<file path="src/rtl/awg_seq_loader.sv">
// rtl/awg_seq_loader.sv - AWG sequencer-index serial loader (two frames, sclk/load strobes)
// Optional upper-index cache enabled by defining AWG_LOADER_UPPER_CACHE_EN.
module awg_seq_loader #(
    parameter int CLK_DIV = 4
) (
    input  logic        clk,
    input  logic        rst,
    input  logic        start,
    input  logic [18:0] seq_index,
    output logic        busy,
    output logic        done,
    output logic [15:0] mux_data,
    output logic [3:0]  mux_select,
    input  logic        mux_bit,
    output logic        awg_sdata,
    output logic        awg_sclk,
    output logic        awg_load
);

    typedef enum logic [2:0] {
        IDLE,
        SHIFT_LO,
        SHIFT_HI,
        LOAD,
        GAP
    } state_t;

    localparam logic [7:0] PHASE_LAST = 8'(CLK_DIV - 1);

    state_t      state, state_n;
    logic [7:0]  phase, phase_n;
    logic        frame_b, frame_b_n;
    logic [18:0] idx, idx_n;
    logic        busy_n, done_n, sclk_n, load_n;
    logic [15:0] data_n;
    logic [3:0]  select_n;
    logic        phase_last;
    logic [3:0]  last_bit;

`ifdef AWG_LOADER_UPPER_CACHE_EN
    logic [5:0]  cache_upper, cache_upper_n;
    logic        cache_valid, cache_valid_n;
`endif

    // Frame bit k sits at word bit k+1 because select k routes data[k+1].
    function automatic logic [15:0] frame_a_word(input logic [18:0] v);
        logic [15:0] w;
        w    = '0;
        w[1] = 1'b1;
        for (int i = 0; i < 6; i++) w[2+i] = v[18-i];
        return w;
    endfunction

    function automatic logic [15:0] frame_b_word(input logic [18:0] v);
        logic [15:0] w;
        w = '0;
        for (int i = 0; i < 13; i++) w[2+i] = v[12-i];
        return w;
    endfunction

    assign phase_last = (phase == PHASE_LAST);
    assign last_bit   = frame_b ? 4'd13 : 4'd6;

    always_comb begin
        state_n   = state;
        phase_n   = phase + 8'd1;
        frame_b_n = frame_b;
        idx_n     = idx;
        busy_n    = busy;
        done_n    = 1'b0;
        data_n    = mux_data;
        select_n  = mux_select;
`ifdef AWG_LOADER_UPPER_CACHE_EN
        cache_upper_n = cache_upper;
        cache_valid_n = cache_valid;
`endif
        case (state)
            IDLE: begin
                phase_n = 8'd0;
                if (start) begin
                    idx_n     = seq_index;
                    busy_n    = 1'b1;
                    select_n  = 4'd0;
                    state_n   = SHIFT_LO;
                    data_n    = frame_a_word(seq_index);
                    frame_b_n = 1'b0;
`ifdef AWG_LOADER_UPPER_CACHE_EN
                    // AWG already holds this upper index: go straight to frame B.
                    if (cache_valid && (seq_index[18:13] == cache_upper)) begin
                        data_n    = frame_b_word(seq_index);
                        frame_b_n = 1'b1;
                    end
`endif
                end
            end
            SHIFT_LO: begin
                if (phase_last) begin
                    phase_n = 8'd0;
                    state_n = SHIFT_HI;
                end
            end
            SHIFT_HI: begin
                if (phase_last) begin
                    phase_n = 8'd0;
                    if (mux_select == last_bit) begin
                        state_n = LOAD;
                    end else begin
                        select_n = mux_select + 4'd1;
                        state_n  = SHIFT_LO;
                    end
                end
            end
            LOAD: begin
                if (phase_last) begin
                    phase_n = 8'd0;
                    if (frame_b) begin
                        state_n = IDLE;
                        done_n  = 1'b1;
                        busy_n  = 1'b0;
                    end else begin
                        state_n = GAP;
`ifdef AWG_LOADER_UPPER_CACHE_EN
                        cache_upper_n = idx[18:13];
                        cache_valid_n = 1'b1;
`endif
                    end
                end
            end
            GAP: begin
                if (phase_last) begin
                    phase_n   = 8'd0;
                    data_n    = frame_b_word(idx);
                    select_n  = 4'd0;
                    frame_b_n = 1'b1;
                    state_n   = SHIFT_LO;
                end
            end
            default: begin
                state_n = IDLE;
                phase_n = 8'd0;
            end
        endcase
        // Strobes are registered from the next state so they align with it.
        sclk_n = (state_n == SHIFT_HI);
        load_n = (state_n == LOAD);
    end

    always_ff @(posedge clk) begin
        if (rst) begin
            state      <= IDLE;
            phase      <= 8'd0;
            frame_b    <= 1'b0;
            idx        <= '0;
            busy       <= 1'b0;
            done       <= 1'b0;
            mux_data   <= 16'h0000;
            mux_select <= 4'd0;
            awg_sclk   <= 1'b0;
            awg_load   <= 1'b0;
            awg_sdata  <= 1'b0;
`ifdef AWG_LOADER_UPPER_CACHE_EN
            cache_upper <= '0;
            cache_valid <= 1'b0;
`endif
        end else begin
            state      <= state_n;
            phase      <= phase_n;
            frame_b    <= frame_b_n;
            idx        <= idx_n;
            busy       <= busy_n;
            done       <= done_n;
            mux_data   <= data_n;
            mux_select <= select_n;
            awg_sclk   <= sclk_n;
            awg_load   <= load_n;
            awg_sdata  <= mux_bit;
`ifdef AWG_LOADER_UPPER_CACHE_EN
            cache_upper <= cache_upper_n;
            cache_valid <= cache_valid_n;
`endif
        end
    end

endmodule

</file>
<file path="config.mk">
export PLATFORM = sky130hd
export DESIGN_NAME = awg_seq_loader
export DESIGN_NICKNAME = d
export VERILOG_FILES = /design/src/rtl/awg_seq_loader.sv
export SDC_FILE = /design/constraint.sdc
export NUM_CORES = 1
export LEC_CHECK = 0
export CAP_MARGIN = 20
export CORE_MARGIN = 2
export CORE_UTILIZATION = 30
export DETAILED_ROUTE_END_ITERATION = 6
export HOLD_SLACK_MARGIN = 0.05
export PLACE_DENSITY_LB_ADDON = 0.05
export SKIP_LAST_GASP = 1
export SLEW_MARGIN = 10
export SYNTH_ARGS = -nofsm -noshare
export SYNTH_HDL_FRONTEND = slang
export SYNTH_SLANG_ARGS = --single-unit
export TNS_END_PERCENT = 100
</file>
<file path="constraint.sdc">
create_clock -name clk -period 2.7 [get_ports clk]
set_input_delay 0.675 -clock clk [delete_from_list [all_inputs] [get_ports clk]]
set_output_delay 0.675 -clock clk [all_outputs]
set_load 0.05 [all_outputs]
</file>
### Word level (Yosys, flattened, before mapping)

Cells that the tools add are included.

| word-level totals | value |
|---|---|
| register bits after elaboration | 50 |
| input bits | 23 |
| output and inout port bits | 25 |
| word-level logic and storage cells | 66 |

| operators by class | value |
|---|---|
| add/sub/neg operators | 2 |
| equality and inequality tests | 14 |
| mux-type cells | 25 |
| bitwise operators | 3 |
| reductions and logical operators | 11 |

Operator list:

| operator | number |
|---|---|
| 16-bit two-way mux | 2 |
| 16-bit case mux with 2 select lines | 1 |
| 4-bit two-way mux | 5 |
| 3-bit two-way mux | 6 |
| 3-bit case mux with 5 select lines | 1 |
| 3-bit by 2-bit equality test with 1-bit output, second input constant | 4 |
| 2-bit inequality test, second input constant | 6 |
| 4-bit case mux with 3 select lines | 1 |
| 8-bit by 1-bit adder with 8-bit output, second input constant | 1 |
| 8-bit by 2-bit equality test with 1-bit output, second input constant | 1 |
| 1-bit two-way mux | 6 |
| 3-bit OR reduction | 2 |
| 5-bit AND reduction | 1 |
| 4-bit by 1-bit adder with 4-bit output, second input constant | 1 |
| 4-bit equality test | 1 |
| 1-bit case mux with 2 select lines | 2 |
| 4-bit AND reduction | 1 |
| 2-bit nonzero test | 2 |
| 4-bit OR reduction | 1 |
| 3-bit by 1-bit equality test with 1-bit output, second input constant | 1 |
| 3-bit equality test, second input constant | 1 |
| 3-bit logical NOT | 1 |
| 1-bit inverter | 3 |
| 3-bit AND reduction | 1 |
| other kinds (3) | 3 |

### Longest topological paths before layout

| logic depth | value |
|---|---|
| word-level depth | 6 |
| mapped depth | 6 |
| depth with buffers taken out | 5 |

### Least setup slack after synthesis

OpenSTA, ideal clock, no wires.

| path | value |
|---|---|
| kind | register to register |
| from | register mux_select[1] |
| to | register mux_select[0] |
| arrival time | 1753 ps |
| path slack | 856 ps |
| stages on the path, launching flop included | 5 |
| period minus slack after synthesis | 1844 ps |
| path through | dfxtp_1 -> nor4b_1 -> o21ai_0 -> a32o_1 -> a311oi_1 |

| on the way | value |
|---|---|
| longest elaborated chain between the ends | 3 |

RTL lines:

| item | RTL line | text |
|---|---|---|
| start, declared | 13 | `output logic [3:0] mux_select,` |
| start signal, assigned | 173 | `mux_select <= select_n;` |
| 4-bit equality test | 105 | `if (mux_select == last_bit) begin` |
| 2-bit inequality test (no source line) | -- |  |
| 5-bit AND reduction (no source line) | -- |  |

Every way passes these cells.
A chain may end at the register's enable or synchronous reset.

### Final worst setup path

| path | value |
|---|---|
| from | register mux_select[0] |
| to | output mux_select[0] |

No word-level cell between the ends.

==> metrics <==
outcome=finished with violations; failing checks=DRC; CP top delay family=buffers and inverters; Synth area leaders=dfxtp_1, nand2_1, a21oi_1; Setup crit start kind=register; port bufs=45; post-cts sizing count=0; Synth async-reset ratio=0%; vias in the first global route=1,676; layout cell share with drive strength beyond 1=9.09%; Synth top cells by count=dfxtp_1, nand2_1, a21oi_1; post-CTS setup buffers=0; CP peak stage delay=a little under 0.9 ns; CP max FO=8; final hold vios=0; number of fill cells in the layout=647; worst vdd ir=approximately 0.22 mV; Mapped Cells=roughly 220; Worst Path Required=~2.0 ns; synth unique cells=48; Ports=48; gp weighted congestion=0.849; slew margin rel.=between 50 and 60%; initial antenna violation count=0; core area=about 6400 sq um; grt ovf=0; Sequential Area=961 sq um; Post-synth top flop=dfxtp_1; Post-synth EDFFs=0; H-tree Lvls=2; number of diodes=0; # hold bufs at CTS=0; WS Path Type=reg2out; initial cell density of the core=a little under a third; Final HPWL DP=3.34 mm; Design Area, Final=approximately 2600 sq um; min cycle time layout=2.34 ns; Area growth syn-to-layout=31.4%; Initial DRC Count=102; post-DR vias/cell=5.03; max_cap viols=0; Clock Tree Root=clkbuf_8; Worst Hold Margin=0.455 ns; total track usage=between 10% and 20%; clock skew=between 0.009 and 0.01 ns; Clock Tree Buf Depth=2; Worst-Skew Late Latency=about 0.3 ns; # setup viols final=0; drt wl/cell=around 15 um; TritonCTS clock tree=done; final worst path period share=between 80 and 90%; die span in y=approximately 86 um; placed instance count=332; Critical Path End Type=output port; DRC=5; Overall Power=approximately 1.5 mW; Hold Path Class=reg2reg; Worst-path clk slew=~0.09 ns; Die Footprint=between 7000 and 8000 sq um; critical-path cell list=clkdlybuf4s50_1; average size of a mapped cell=approximately 9 sq um; Layout Cells excl Fill=341; YS warnings=0; largest net degree at the start of global routing=28; setup ws final=~0.36 ns; slowest CP cell=clkdlybuf4s50_1; Via Count=between 1.5k and 2k; post-route ant nets=0; Multi-input gate area=~940 sq um; Sink Count=48; Pre-Repair DR Iteration Count=7; Pleak=around 0.93 nW; Slew Viols, Final=0; Die X=85.7 um; Synth Cell Area=between 2000 and 2500 sq um; RSZ-0062 raised after global routing=no; Worst Path Arrival=around 1.7 ns; Power Dens Cells=around 550 nW/um^2; Layout Nets=roughly 290; Post-DP Area=around 2500 sq um; total CTS buffers=5; first-pass GRT wire length=between 8 and 9 mm; pre-CTS setup slack=-0.0211 ns; register area share after synthesis=47.9%; Synth top area share=47.9%; top-count cell post-synth=dfxtp_1; slew at the pin closest to its max-slew limit=between 0.6 and 0.7 ns; fmax=427 MHz; area leader, netlist=dfxtp_1; Rows=29; WP buf/inv=1; Total Routed Length=between 4 and 5 mm; Yosys reg bits=48
layout by cell type (no fill, tap or decap), drive strengths merged, types with 3 or more instances in the layout:
master and n:
nor2 15, clkbuf 6, and2 4, o21ai 3, a21oi 19, o2bb2ai 6, xor2 5, a32oi 7
nor2b 5, buf 6, dfxtp 48, clkdlybuf4s50 45, nand3 8, nand2 36, a31oi 4, nor3 3
inv 4, a22o 7, o211ai 4
path summary, 6_finish.rpt:
path	endpoint	slack [ns]	depth (start not counted)	startpoint
min reg2reg	idx[0]$_SDFFE_PP0P_	0.46	2	idx[0]$_SDFFE_PP0P_
min	idx[0]$_SDFFE_PP0P_	0.46	2	idx[0]$_SDFFE_PP0P_
max reg2reg	mux_data[11]$_SDFFE_PP0P_	0.61	6	phase[0]$_SDFF_PP0_
max	mux_select[0]	0.36	1	mux_select[0]$_SDFFE_PP0P_
flip-flops by register name, indices dropped and copies added, names as in the netlist, 3 cells and up:
register    count
idx            13
mux_select      4
mux_data       14
state           3
phase           8
per-layer routing:
| layer | wire [um] | share of wire [%] | global-route usage [%] | up-vias |
|---|---|---|---|---|
| met5 | 0 | 0 | 0 | - |
| met4 | 55 | 1.1 | 4.18 | 0 |
| met3 | 237 | 4.8 | 3.37 | 6 |
| met2 | 2170 | 44 | 22.3 | 53 |
| met1 | 2480 | 50 | 19.4 | 792 |
| li1 | - | - | - | 865 |
area by class of cell:
cell class,instances,area share [%]
Multi-Input combinational cell,153,35.9
Inverter,4,0.570
Timing Repair Buffer,51,18.8
Clock buffer,6,3.14
Tap cell,77,3.66
Sequential cell,48,36.5
Clock inverter,2,1.47
cells by family (layout without fill, tap and decap cells):
family | after synthesis | in the layout | share of synthesized area, %
simple gates | 84 | 84 | 21.5
compound gates | 59 | 59 | 21.4
flops | 48 | 48 | 47.9
buf+inv | 17 | 63 | 5.12
xor+xnor | 6 | 6 | 2.62
fa+ha+maj | 2 | 2 | 1.25
other cells | 1 | 2 | 0.187
through the flow:
step                      utilization [%]  setup TNS [ns]
after floorplan                         -               0
after global placement               39.0               0
after detailed placement             39.0          -0.123
after CTS                            40.9               0
after global routing                 41.0               0
final                                41.0               0
report_power, final:
part           internal [mW]  switching [mW]  leakage, nW
Sequential             0.730          0.0148        0.391
Clock                  0.303           0.243       0.0614
Combinational         0.0684          0.0941        0.482
(Power assumes the default switching activity.)
==> variant 1, RTL diff (same settings) <==
The option `AWG_LOADER_UPPER_CACHE_EN` is turned on by a define.
--- a/src/rtl/awg_seq_loader.sv
+++ b/src/rtl/awg_seq_loader.sv
@@ -1,4 +1,6 @@
 // rtl/awg_seq_loader.sv - AWG sequencer-index serial loader (two frames, sclk/load strobes)
 // Optional upper-index cache enabled by defining AWG_LOADER_UPPER_CACHE_EN.
+`define AWG_LOADER_UPPER_CACHE_EN
+
 module awg_seq_loader #(
     parameter int CLK_DIV = 4
Function: no difference found for any inputs over 10 cycles, from zero or initial values and one cycle with rst high; that may be too few to reach the edited logic, so the function may still have changed.
==> variant 1 against the original RTL <==
- combinational power up 68%
- non-clock buffer count up 6
- setup slack better by 0.060 ns
- final area up 31%
- sequential cell count up 13
- wire length up 28%
- critical path type unchanged
- critical endpoint unchanged
- total power up 48%
- worst hold slack better by 0.00073 ns
- critical path depth unchanged
- largest power group unchanged
- area after synthesis up 33%
- cell count up 33%
- die area up 32%
- highest routed layer unchanged
==> variant 1: results (changes against the original RTL) <==
| Metric | Value |
|---|---|
| Initial DRC count | 55 (was 102) |
| Largest registers | idx: 19 flops, mux_data: 14 flops, phase: 8 flops (was mux_data: 14 flops, idx: 13 flops, phase: 8 flops) |
| GRT Overall Usage | 14.2% (about the same) |
| GP Congestion | 0.729 (was 0.849) |
| FF/Latch Area | 1220 um^2 (was 961 um^2) |
| Post-Place Setup Slack | 0.260 ns (was -0.0211 ns) |
| Cell count after placement | 438 (was 332) |
| Synthesized area per cell | 9.28 um^2 (was 9.24 um^2) |
| Drt wl/cell | 14.0 um (was 14.5 um) |
| R2R Setup Slk | 0.68 ns (was 0.61 ns) |
| VDD IR max | 0.000265 V (was 0.000223 V) |
| Top post-synthesis cells by area | dfxtp_1 (46%), nand2_1 (6.7%), mux2i_1 (4.9%) (was dfxtp_1 (48%), nand2_1 (6.7%), a21oi_1 (4.7%)) |
| Worst reg2reg path depth | 7 (was 6) |
| Clk pwr share | 42.4% (was 37.6%) |
| Post-route insts no fill | 453 (was 341) |
| Status | completed (was complete, but fails checks) |
| Hold Crit Start | idx[7]$_SDFFE_PP0P_ (was idx[0]$_SDFFE_PP0P_) |
| Worst-Skew Late Latency | 0.34 ns (was 0.30 ns) |
| Met3 routed WL | 278 um (was 237 um) |
| Initial antenna violation count | 0 (unchanged) |
| PnR worst setup slack | 0.419 ns (was 0.359 ns) |
| CP arrival | 1.61 ns (was 1.67 ns) |
| WHS Path Cells | 2 (unchanged) |
| Clock skew | 0.00755 ns (was 0.00982 ns) |
| Nets | 366 (was 288) |
| Fill cells | 906 (was 647) |
| First-pass GRT wire length | 10,700 um (was 8360 um) |
| Crit-path max cell delay | 0.84 ns (was 0.87 ns) |
| Post-synth cell types | 51 (was 48) |
| Hold/Removal Path Class | reg2reg (unchanged) |
| Mean number of vias per cell | 4.76 (was 5.03) |
| Hpwl dp | 4220 um (was 3340 um) |
| Switch Pwr | 563 uW (was 352 uW) |
| Worst Hold Margin | 0.456 ns (was 0.455 ns) |
| 1st-pass router iterations | 5 (was 7) |
| LEAKAGE | 0.00126 uW (was 0.000934 uW) |
| Worst hold endpoint | idx[7]$_SDFFE_PP0P_ (was idx[0]$_SDFFE_PP0P_) |
| Worst Path Max Fanout | 6 (was 8) |
| Most frequent cells after synthesis | dfxtp_1 (61), nand2_1 (48), nor2_1 (31) (was dfxtp_1 (48), nand2_1 (36), a21oi_1 (19)) |
| Met2 wire length | 2710 um (was 2170 um) |
| Number of global-route vias before repair | 2,078 (was 1,676) |
| Placed inst area | 3250 um^2 (was 2500 um^2) |
| H-tree lvl count | 3 (was 2) |
| Cts bufs inserted | 9 (was 5) |
| Post-CTS setup buffers | 0 (unchanged) |
## variant 1: cells by family (layout without fill, tap and decap cells)
group,count (synthesis),count (layout),synth area share (%)
AO/OA/AOI/OAI,54,54,14.0
adder cells (fa/ha/maj),2,2,0.936
AND/OR/NAND/NOR,123,123,25.1
buffers and inverters,19,75,4.40
multiplexers,13,13,4.87
XOR/XNOR,15,15,4.92
flip-flops,61,61,45.7
other,1,2,0.140
## variant 1: per-layer routing
layer | GRT usage, % | up-vias
met3 | 3.65 | 9
met4 | 6.95 | 0
met5 | 0 | -
li1 | - | 1103
met1 | 20.0 | 993
met2 | 20.2 | 52
## variant 1: final cells by class
class / instances / area share (%)
repair buffers: 57 / 15.5
inverters: 3 / 0.325
clock inverters: 4 / 2.10
multi-input cells: 209 / 38.9
clock buffers: 11 / 4.08
well taps: 108 / 3.90
flip-flops and latches: 61 / 35.3
==> variant 2, RTL diff (same settings) <==
Made on the original files. Register the inputs `start` and `mux_bit` before use. The logic sees them one clock later. The other inputs are not delayed to match.
--- a/src/rtl/awg_seq_loader.sv
+++ b/src/rtl/awg_seq_loader.sv
@@ -27,4 +27,12 @@
 
     localparam logic [7:0] PHASE_LAST = 8'(CLK_DIV - 1);
+
+    logic start_q;
+    logic mux_bit_q;
+
+    always_ff @(posedge clk) begin
+        start_q   <= start;
+        mux_bit_q <= mux_bit;
+    end
 
     state_t      state, state_n;
@@ -78,5 +86,5 @@
             IDLE: begin
                 phase_n = 8'd0;
-                if (start) begin
+                if (start_q) begin
                     idx_n     = seq_index;
                     busy_n    = 1'b1;
@@ -174,5 +182,5 @@
             awg_sclk   <= sclk_n;
             awg_load   <= load_n;
-            awg_sdata  <= mux_bit;
+            awg_sdata  <= mux_bit_q;
 `ifdef AWG_LOADER_UPPER_CACHE_EN
             cache_upper <= cache_upper_n;
Check against the original RTL: not equivalent (Yosys sat finds a counterexample within 4 cycles, from zero or initial values and one cycle with rst high).
==> variant 2 against the original RTL <==
- register-to-register slack gained 0.04 ns
- area after synthesis is 0.81% higher
- wire length shrank 12%
- final area up 0.43%
- count of clock-buffer cells in the layout decreased by 1
- sequential cell count rose by 2
- setup slack improved by 0.11 ns
- total power increased by 1.2%
- first-iteration DRC count fell by 20%
- largest cell class unchanged
==> variant 2: results (changes against the original RTL) <==
| Metric | Value |
|---|---|
| Synth Area in Compound Gates | 12.3% (was 21.4%) |
| Met2 wire length | 1910 um (was 2170 um) |
| Cell internal pwr | 1110 uW (was 1100 uW) |
| GP Congestion | 0.750 (was 0.849) |
| LEAKAGE | 0.00100 uW (was 0.000934 uW) |
| Metal-1 WL | 2180 um (was 2480 um) |
| Seq/Total Area, Yosys | 49.5% (was 47.9%) |
| R2R Setup Slk | 0.65 ns (was 0.61 ns) |
| Sequential power share | 53.0% (was 51.3%) |
| Largest net degree at the start of global routing | 25 (was 28) |
| Clock skew | 0.0101 ns (was 0.00982 ns) |
| Cell count after placement | 333 (was 332) |
| GRT Overall Usage | 12.1% (was 14.2%) |
| Top post-synthesis cells by area | dfxtp_1 (50%), nand2_1 (5.8%), a21oi_1 (4.7%) (was dfxtp_1 (48%), nand2_1 (6.7%), a21oi_1 (4.7%)) |
| Crit-path max cell delay | 0.83 ns (was 0.87 ns) |
| Multi-In Gates | 154 (was 153) |
| Post-synthesis xor/xnor area fraction | 3.47% (was 2.62%) |
| Status | completed (was complete, but fails checks) |
| Share of cells above drive strength 1 | 8.71% (was 9.09%) |
| Worst Path Max Fanout | 7 (was 8) |
| Final clock-cell share | 4.12% (was 4.61%) |
| Multiplexer area fraction after synthesis | 2.48% (was 0%) |
| Initial DRC count | 82 (was 102) |
| FF/Latch Area | 1000 um^2 (was 961 um^2) |
| Grt met2 use | 18.1% (was 22.3%) |
| Adder-Cell Fraction of Synth Area | 1.24% (was 1.25%) |
| Most frequent cells after synthesis | dfxtp_1 (50), nand2_1 (31), nor2_1 (20) (was dfxtp_1 (48), nand2_1 (36), a21oi_1 (19)) |
| Clock Power | 525 uW (was 546 uW) |
variant 2: cell count changes after synthesis, sizes merged, moves of 3 or more:
cell,change
or3,+3
o211ai,-3
nand2,-5
a32oi,-7
a22o,-5
nor2,+5
o2bb2ai,-6
mux2i,+5
a221o,+6
and2,+9
variant 2: metrics by stage:
| stage | power [uW] | setup WS [ns] | hold slack [ns] | utilization [%] | instance area [um^2] |
|---|---|---|---|---|---|
| after floorplan | 900 | 0.759 | 0.414 | - | 2020 |
| after global placement | 965 | 0.498 | 0.443 | 39.5 | 2540 |
| after detailed placement | 964 | 0.479 | 0.449 | 39.5 | 2540 |
| after CTS | 1490 | 0.449 | 0.462 | 41.2 | 2650 |
| after global routing | 1540 | 0.360 | 0.474 | 41.2 | 2650 |
| final | 1470 | 0.466 | 0.460 | 41.2 | 2650 |
